$ cat src/rtl/fft_pkg.sv
// Shared types and constants for the FFT frame sequencer.
// Holds the FSM state enum, default frame length, forward config word.
package fft_pkg;

  localparam int         FFT_LEN_DEF = 8192;
  localparam logic [7:0] CFG_FWD     = 8'h01;
  localparam int         BEAT_W      = 16;

  typedef enum logic [2:0] {
    S_IDLE,
    S_CORE_RST,
    S_CFG,
    S_LOAD,
    S_UNLOAD,
    S_DONE
  } state_t;

endpackage

$ cat src/rtl/fft_in_hold.sv
// One-entry sample holding register with valid/ready output and overrun flag.
// Ports: clk, rst_n, clr (frame start), in_valid/in_data, out_valid/out_data/out_ready, overrun.
module fft_in_hold #(
  parameter int W = 10
) (
  input  logic         clk,
  input  logic         rst_n,
  input  logic         clr,
  input  logic         in_valid,
  input  logic [W-1:0] in_data,
  output logic         out_valid,
  output logic [W-1:0] out_data,
  input  logic         out_ready,
  output logic         overrun
);

  logic         full;
  logic [W-1:0] data;
  logic         ovr;
  logic         accept;
  logic         drain;

  // a draining register may be refilled in the same cycle
  assign drain  = full & out_ready;
  assign accept = in_valid & (~full | out_ready);

  always_ff @(posedge clk or negedge rst_n) begin
    if (!rst_n) begin
      full <= 1'b0;
      data <= '0;
      ovr  <= 1'b0;
    end else if (clr) begin
      full <= 1'b0;
      ovr  <= 1'b0;
    end else begin
      if (accept) begin
        full <= 1'b1;
        data <= in_data;
      end else if (drain) begin
        full <= 1'b0;
      end
      if (in_valid & full & ~out_ready)
        ovr <= 1'b1;
    end
  end

  assign out_valid = full;
  assign out_data  = data;
  assign overrun   = ovr;

endmodule

$ cat src/rtl/fft_frame_seq.sv
// Frame sequencer for an AXI-Stream FFT core: core reset, config, load, unload.
// Ports: fft_clk, rst_n, start, ad_data/ad_valid, fft_aresetn, cfg_t*, s_t*,
// m_tvalid/m_tlast, busy, frame_done, overrun, frame_err.
// Define FFT_DECIM_EN to keep only every DECIM-th ad_valid strobe during LOAD.
module fft_frame_seq
  import fft_pkg::*;
#(
  parameter int         FFT_LEN    = FFT_LEN_DEF,
  parameter int         RST_CYCLES = 4,
  parameter logic [7:0] CFG_WORD   = CFG_FWD,
  parameter int         DECIM      = 8
) (
  input  logic        fft_clk,
  input  logic        rst_n,
  input  logic        start,
  input  logic [9:0]  ad_data,
  input  logic        ad_valid,
  output logic        fft_aresetn,
  output logic [7:0]  cfg_tdata,
  output logic        cfg_tvalid,
  input  logic        cfg_tready,
  output logic [31:0] s_tdata,
  output logic        s_tvalid,
  input  logic        s_tready,
  output logic        s_tlast,
  input  logic        m_tvalid,
  input  logic        m_tlast,
  output logic        busy,
  output logic        frame_done,
  output logic        overrun,
  output logic        frame_err
);

  localparam logic [BEAT_W-1:0] LAST  = BEAT_W'(FFT_LEN - 1);
  localparam logic [15:0]       RLAST = 16'(RST_CYCLES - 1);

  if (FFT_LEN < 64 || FFT_LEN > 65536 ||
      (FFT_LEN & (FFT_LEN - 1)) != 0) begin : g_bad_len
    $error("FFT_LEN must be a power of two in 64..65536");
  end
  if (RST_CYCLES < 2) begin : g_bad_rst
    $error("RST_CYCLES must be at least 2");
  end
  if (DECIM < 1) begin : g_bad_decim
    $error("DECIM must be at least 1");
  end

  state_t            state;
  state_t            state_nx;
  logic [BEAT_W-1:0] beat_cnt;
  logic [15:0]       rst_cnt;
  logic              aresetn_q;
  logic              err_q;
  logic              hold_valid;
  logic [9:0]        hold_data;
  logic              clr;
  logic              in_load;
  logic              cand;
  logic              load_en;
  logic              s_xfer;
  logic              last_xfer;
  logic              m_beat;
  logic              m_last_beat;

  assign clr         = (state == S_IDLE) & start;
  assign in_load     = (state == S_LOAD);
  assign s_xfer      = in_load & hold_valid & s_tready;
  assign last_xfer   = s_xfer & (beat_cnt == LAST);
  assign m_beat      = (state == S_UNLOAD) & m_tvalid;
  assign m_last_beat = m_beat & (beat_cnt == LAST);

`ifdef FFT_DECIM_EN
  localparam logic [15:0] DLAST = 16'(DECIM - 1);

  logic [15:0] dec_cnt;

  // held at zero outside LOAD so the DECIM-th strobe is the first sample
  always_ff @(posedge fft_clk or negedge rst_n) begin
    if (!rst_n)
      dec_cnt <= '0;
    else if (!in_load)
      dec_cnt <= '0;
    else if (ad_valid)
      dec_cnt <= (dec_cnt == DLAST) ? '0 : dec_cnt + 16'd1;
  end

  assign cand = ad_valid & (dec_cnt == DLAST);
`else
  assign cand = ad_valid;
`endif

  // no sample may slip in behind the last beat of the frame
  assign load_en = in_load & cand & ~last_xfer;

  fft_in_hold #(
    .W(10)
  ) u_hold (
    .clk       (fft_clk),
    .rst_n     (rst_n),
    .clr       (clr),
    .in_valid  (load_en),
    .in_data   (ad_data),
    .out_valid (hold_valid),
    .out_data  (hold_data),
    .out_ready (s_tready),
    .overrun   (overrun)
  );

  always_ff @(posedge fft_clk or negedge rst_n) begin
    if (!rst_n)
      state <= S_IDLE;
    else
      state <= state_nx;
  end

  always_comb begin
    state_nx   = state;
    busy       = 1'b1;
    cfg_tvalid = 1'b0;
    frame_done = 1'b0;
    unique case (state)
      S_IDLE: begin
        busy = 1'b0;
        if (start)
          state_nx = S_CORE_RST;
      end
      S_CORE_RST: begin
        if (rst_cnt == RLAST)
          state_nx = S_CFG;
      end
      S_CFG: begin
        cfg_tvalid = 1'b1;
        if (cfg_tready)
          state_nx = S_LOAD;
      end
      S_LOAD: begin
        if (last_xfer)
          state_nx = S_UNLOAD;
      end
      S_UNLOAD: begin
        if (m_last_beat)
          state_nx = S_DONE;
      end
      S_DONE: begin
        frame_done = 1'b1;
        state_nx   = S_IDLE;
      end
      default: state_nx = S_IDLE;
    endcase
  end

  // core reset is registered so it reads low in reset and high one clock after
  always_ff @(posedge fft_clk or negedge rst_n) begin
    if (!rst_n) begin
      aresetn_q <= 1'b0;
      rst_cnt   <= '0;
      beat_cnt  <= '0;
      err_q     <= 1'b0;
    end else begin
      aresetn_q <= (state_nx != S_CORE_RST);
      if (state == S_CORE_RST)
        rst_cnt <= rst_cnt + 16'd1;
      else
        rst_cnt <= '0;
      // one counter serves load beats, then unload beats
      if (state == S_IDLE || last_xfer)
        beat_cnt <= '0;
      else if (s_xfer || m_beat)
        beat_cnt <= beat_cnt + 1'b1;
      if (clr)
        err_q <= 1'b0;
      else if (m_beat && (m_tlast != (beat_cnt == LAST)))
        err_q <= 1'b1;
    end
  end

  assign fft_aresetn = aresetn_q;
  assign cfg_tdata   = CFG_WORD;
  assign s_tvalid    = hold_valid;
  assign s_tdata     = {16'h0000, 6'b0, hold_data};
  assign s_tlast     = in_load & hold_valid & (beat_cnt == LAST);
  assign frame_err   = err_q;

endmodule

$ cat config.mk
export PLATFORM = sky130hd
export DESIGN_NAME = fft_frame_seq
export DESIGN_NICKNAME = d
export VERILOG_FILES = /design/src/rtl/fft_pkg.sv /design/src/rtl/fft_in_hold.sv /design/src/rtl/fft_frame_seq.sv
export SDC_FILE = /design/constraint.sdc
export NUM_CORES = 1
export LEC_CHECK = 0
export BUFFER_PORTS_ARGS = -buffer_cell sky130_fd_sc_hd__buf_2
export CAP_MARGIN = 30
export CORE_ASPECT_RATIO = 0.75
export CORE_UTILIZATION = 57
export CTS_CLUSTER_DIAMETER = 100
export DETAILED_ROUTE_END_ITERATION = 16
export HOLD_SLACK_MARGIN = 0.08
export PLACE_DENSITY = 0.91
export SLEW_MARGIN = 20
export SYNTH_ARGS = -nofsm -noshare
export SYNTH_HDL_FRONTEND = slang
export SYNTH_SLANG_ARGS = --single-unit
$ cat constraint.sdc
create_clock -name fft_clk -period 3.84 [get_ports fft_clk]
set_input_delay 0.768 -clock fft_clk [delete_from_list [all_inputs] [get_ports fft_clk]]
set_output_delay 0.768 -clock fft_clk [all_outputs]
set_load 0.05 [all_outputs]
## Word level (Yosys, flattened, before mapping)

Cells that the tools add are included.
W data, S select, Z words.

- Logic and storage cells: 65
- Output and inout bits: 48
- Flip-flop bits (word level): 49
- Bits of input ports: 18

- Multiplexer cells: 19
- $add $sub $neg: 2
- Reduce and logical (&&, ||, !) cells: 9
- Equality and inequality tests: 9
- Bitwise operators: 18

Operators by type and width:

| operator | count |
|---|---|
| $mux W16 | 3 |
| $add A16 B1 Y16 const B | 2 |
| $eq A16 B13 Y1 const B | 1 |
| $eq A16 B2 Y1 const B | 1 |
| $mux W3 | 5 |
| $pmux W3 S5 | 1 |
| $and A1 B1 Y1 | 13 |
| $mux W1 | 10 |
| $eq A3 B2 Y1 const B | 2 |
| $eq A3 B3 Y1 const B | 2 |
| $reduce_bool A2 Y1 | 3 |
| $not A1 Y1 | 4 |
| $eq A3 B1 Y1 const B | 1 |
| $logic_not A3 Y1 | 1 |
| $ne A3 B1 Y1 const B | 1 |
| $reduce_bool A3 Y1 | 1 |
| $logic_or A1 B1 Y1 | 2 |
| $reduce_and A2 Y1 | 1 |
| $logic_and A1 B1 Y1 | 1 |
| $ne A1 B1 Y1 | 1 |
| $or A1 B1 Y1 | 1 |

## Longest topological paths before layout

- Depth in word-level cells: 10
- Depth in mapped cells: 8
- Gate-level depth less buffers: 6

## Modules after synthesis

From an unflattened synthesis, not the netlist that was laid out.

- Cell total of the unflattened synthesis: 268
- Area total of the unflattened synthesis: 2667.6 sq um

Modules (own cells, without submodules):

| module | area each (sq um) | cells an instance | times used | seq. area each (sq um) |
|---|---|---|---|---|
| fft_frame_seq | 2200.9 | 239 | 1 | 925.9 |
| fft_in_hold | 466.7 | 29 | 1 | 300.3 |

## Least setup slack after synthesis

OpenSTA, ideal clock, no wires.

- Path type: register to output
- From: register state[2]
- To: output cfg_tvalid
- Path buffers: 1
- Cell stages (with the launch flop): 3
- Data required time: 3.072 ns
- Arrival time: 1.662 ns
- Setup slack: 1.410 ns
- Cell sequence: dfrtp_1 buf_6 nor3b_1

- Word-level cells in the longest chain between the ends: 2

RTL lines:

| element | RTL line | RTL |
|---|---|---|
| start: declaration | fft_frame_seq.sv:48 | `state_t state;` |
| start signal: assignment | fft_frame_seq.sv:113 | `state <= state_nx;` |
| $eq A3 B2 Y1 | fft_frame_seq.sv:121 | `unique case (state)` |
| $mux W1 | fft_frame_seq.sv:121 |  |
| end: declaration | fft_frame_seq.sv:20 | `output logic cfg_tvalid,` |

Every way passes these cells.

## Worst setup path after layout

- From: register beat_cnt[10]
- To: output s_tlast

- Word-level cells in the longest chain between the ends: 2

RTL lines:

| element | RTL line | RTL |
|---|---|---|
| start: declaration | fft_frame_seq.sv:50 | `logic [BEAT_W-1:0] beat_cnt;` |
| start signal: assignment | fft_frame_seq.sv:169 | `beat_cnt <= beat_cnt + 1'b1;` |
| $eq A16 B13 Y1 | fft_frame_seq.sv:181 | `assign s_tlast = in_load & hold_valid & (beat_cnt == LAST);` |
| $and A1 B1 Y1 | fft_frame_seq.sv:181 |  |
| end: declaration | fft_frame_seq.sv:25 | `output logic s_tlast,` |

Every way passes these cells.

==> impl_metrics.json <==
{
  "timing.critical_path.from_type": "register",
  "first_pass_iters": 4,
  "power_density_nw_per_um2": 619,
  "grt_pass1_wl_mm": 7.36,
  "hold_class": "input port to async pin",
  "outcome": "finished, final reports clean",
  "pin_count": 66,
  "post-cts-setup-buffers": 0,
  "synth_top_area_cell": "dfrtp_1",
  "leakagePower_nw": 1.33,
  "n_fill_cell": 367,
  "place.gp.congestion": 0.839,
  "rr_worst_depth": 5,
  "drtAntennaViolNets": 0,
  "cts_buffers": 5,
  "slew_violations": 0,
  "regToRegStartpoint": "state[1]$_DFF_PN0_",
  "ys_ff_latch": 49,
  "clk_path_buf_depth": 2,
  "hold_buffers": 0,
  "setup_tns_ns": 0,
  "routedWlPerCell_um": 13.6,
  "grt_pass1_vias": 1626,
  "coreArea_um2": 4490,
  "antenna_found_initial": 0,
  "grt.overflow.total": 0,
  "portBuffers": 35,
  "clock_skew_ns": 0.00833,
  "yosysWarnings": 0,
  "ctsHtreeMaxLevel": 2,
  "syn_inst": 260,
  "layout-area-overhead-vs-synth_pct": 6.07,
  "cp.arrival_ns": 1.91,
  "synth_cell_type_count": 44,
  "cts_tree": "done",
  "timing.rr.end": "u_hold.out_data[4]$_DFFE_PN0P_",
  "grt_max_degree": 34,
  "cap_violations": 0,
  "vias": 1826,
  "ys.flop_type": "dfrtp_1",
  "timing.hold.ws_ns": 0.365,
  "r2r_setup_slack_ns": 1.43,
  "drtIter0Drc": 64,
  "hpwl_mm": 3.39,
  "initial_core_util": 0.601,
  "cts.repair.resized": 0,
  "dieHeight_um": 61.6,
  "critPathRequiredTime_ns": 3.07,
  "die_w_um": 81.5,
  "synthTopCellsByArea": "dfrtp_1 (45%), buf_4 (8.3%), xnor2_1 (6.5%)",
  "synth_edf_count": 0,
  "path_clk_slew_ns": 0.09,
  "rows": 21,
  "setup_violations": 0,
  "rsz0062_at_grt": "false",
  "drc": 0,
  "cts.sinks": 49,
  "clk_latency_ns": 0.31,
  "worstMarginPinSlew_ns": 0.782,
  "syn_area_um2": 2700,
  "synthArstFlopShare": 1.00,
  "drive_gt1_frac": 0.235,
  "yosysTopAreaCellShare": 0.454,
  "max_freq_mhz": 374,
  "path_max_fanout": 5,
  "root_buffer": "clkbuf_8",
  "irDropWorstVdd_uv": 484,
  "crit_type": "register to primary output",
  "fin_crit_sh": 0.696,
  "drt_wl_total_mm": 4.76,
  "grt_usage": 0.201,
  "diodes": 0,
  "ys_seq_area_frac": 0.454,
  "final-hold-violation-count": 0,
  "relSlewSlack": 0.476,
  "final_nets": 313,
  "end_kind": "primary output",
  "fp.dieArea_um2": 5020,
  "syn_avg_cell_area_um2": 10.4,
  "vias_per_cell": 5.20,
  "min_period_ns": 2.67
}
==> worst max-delay path: stages (launching register included) <==
cell	delay, ns
dfrtp_1	0.45
nand3_1	0.13
nor4_1	0.36
nand2_1	0.22
nor2_1	0.16
buf_2	0.28
==> logic make-up (layout without fill, tap and decap cells) <==
group / Yosys count / after routing / synth area share
flops: 49 / 49 / 0.454
other cells: 2 / 30 / 0.00278
simple gates: 112 / 112 / 0.229
compound gates: 10 / 10 / 0.0287
xor+xnor: 30 / 30 / 0.0973
fa+ha+maj: 2 / 2 / 0.00926
buf+inv: 43 / 49 / 0.116
mux: 12 / 12 / 0.0630
==> area by class of cell <==
cell class / count / area (µm²) / share of cell area
clock buffers: 5 / 68.8 / 0.0240
clock inverters: 3 / 17.5 / 0.00611
inverters: 5 / 18.8 / 0.00655
multi-input cells: 196 / 1270 / 0.442
flip-flops and latches: 49 / 1230 / 0.428
well taps: 57 / 71.3 / 0.0249
repair buffers: 36 / 195 / 0.0681
==> report_power, final <==
part | internal [mW] | switching [mW] | leakage, nW
Sequential | 0.613 | 0.0845 | 0.652
Combinational | 0.222 | 0.555 | 0.629
Clock | 0.126 | 0.174 | 0.0439
Total | 0.961 | 0.813 | 1.33
==> through the flow <==
stage	instances	instance area [µm²]	power, mW	worst slack [ns]	utilization
after floorplan	288	2810	1.37	1.41	-
after global placement	342	2760	1.46	1.47	0.614
after detailed placement	343	2780	1.48	1.38	0.618
after CTS	351	2870	1.79	1.18	0.638
after global routing	351	2870	1.87	1.02	0.638
final	351	2870	1.77	1.17	0.638
==> state kept, by name, indices dropped and copies added (netlist names) <==
signal and count:
beat_cnt 16, fft_aresetn 1, frame_err 1, rst_cnt 16, state 3, u_hold.out_data 10
u_hold.out_valid 1, u_hold.overrun 1
==> synth_stat cells (2+ instances only) <==
library cell  instances
nor3b_1               3
inv_1                 5
nor3_1                6
conb_1                2
nand2_1              12
dfrtp_1              49
nand3_1              13
buf_4                30
mux2_4               10
nand4_1               5
ha_1                  2
clkbuf_1              2
buf_6                 5
or2_2                 2
and3_1                3
xnor2_1              20
a21oi_1               4
nor3_2                5
xor2_1               10
mux2i_1               2
nor2_1               40
o21ai_0               2
a31oi_1               2
nor4_1                6
==> how the worst max path moves through the flow <==
stage | startpoint | end | slack [ns] | cells past startpoint
floorplan | state[2]$_DFF_PN0_ | cfg_tvalid | 1.41 | 2
global placement | s_tready | u_hold.out_data[7]$_DFFE_PN0P_ | 1.47 | 4
detailed placement | s_tready | u_hold.out_data[9]$_DFFE_PN0P_ | 1.38 | 4
CTS | beat_cnt[10]$_DFFE_PN0P_ | s_tlast | 1.18 | 5
global route | beat_cnt[10]$_DFFE_PN0P_ | s_tlast | 1.02 | 5
finish | beat_cnt[10]$_DFFE_PN0P_ | s_tlast | 1.17 | 5
==> placed cells by master (no fill, tap or decap), types with 6 or more instances in the layout <==
master and count:
buf_2 35, nor3_1 6, nor4_1 6, mux2_4 10, nand2_1 12, xor2_1 10
xnor2_1 20, nor2_1 40, conb_1 30, dfrtp_1 49, nand3_1 13
==> metal layers <==
layer	vias up	part of all wire	wire length, µm	global-route usage
met5	-	0	0	0
met4	0	0.021	98	0.0969
met3	10	0.050	240	0.0430
met2	60	0.47	2220	0.314
met1	874	0.46	2200	0.269
li1	882	-	-	-
No activity file was read; power rests on OpenSTA's default activity.
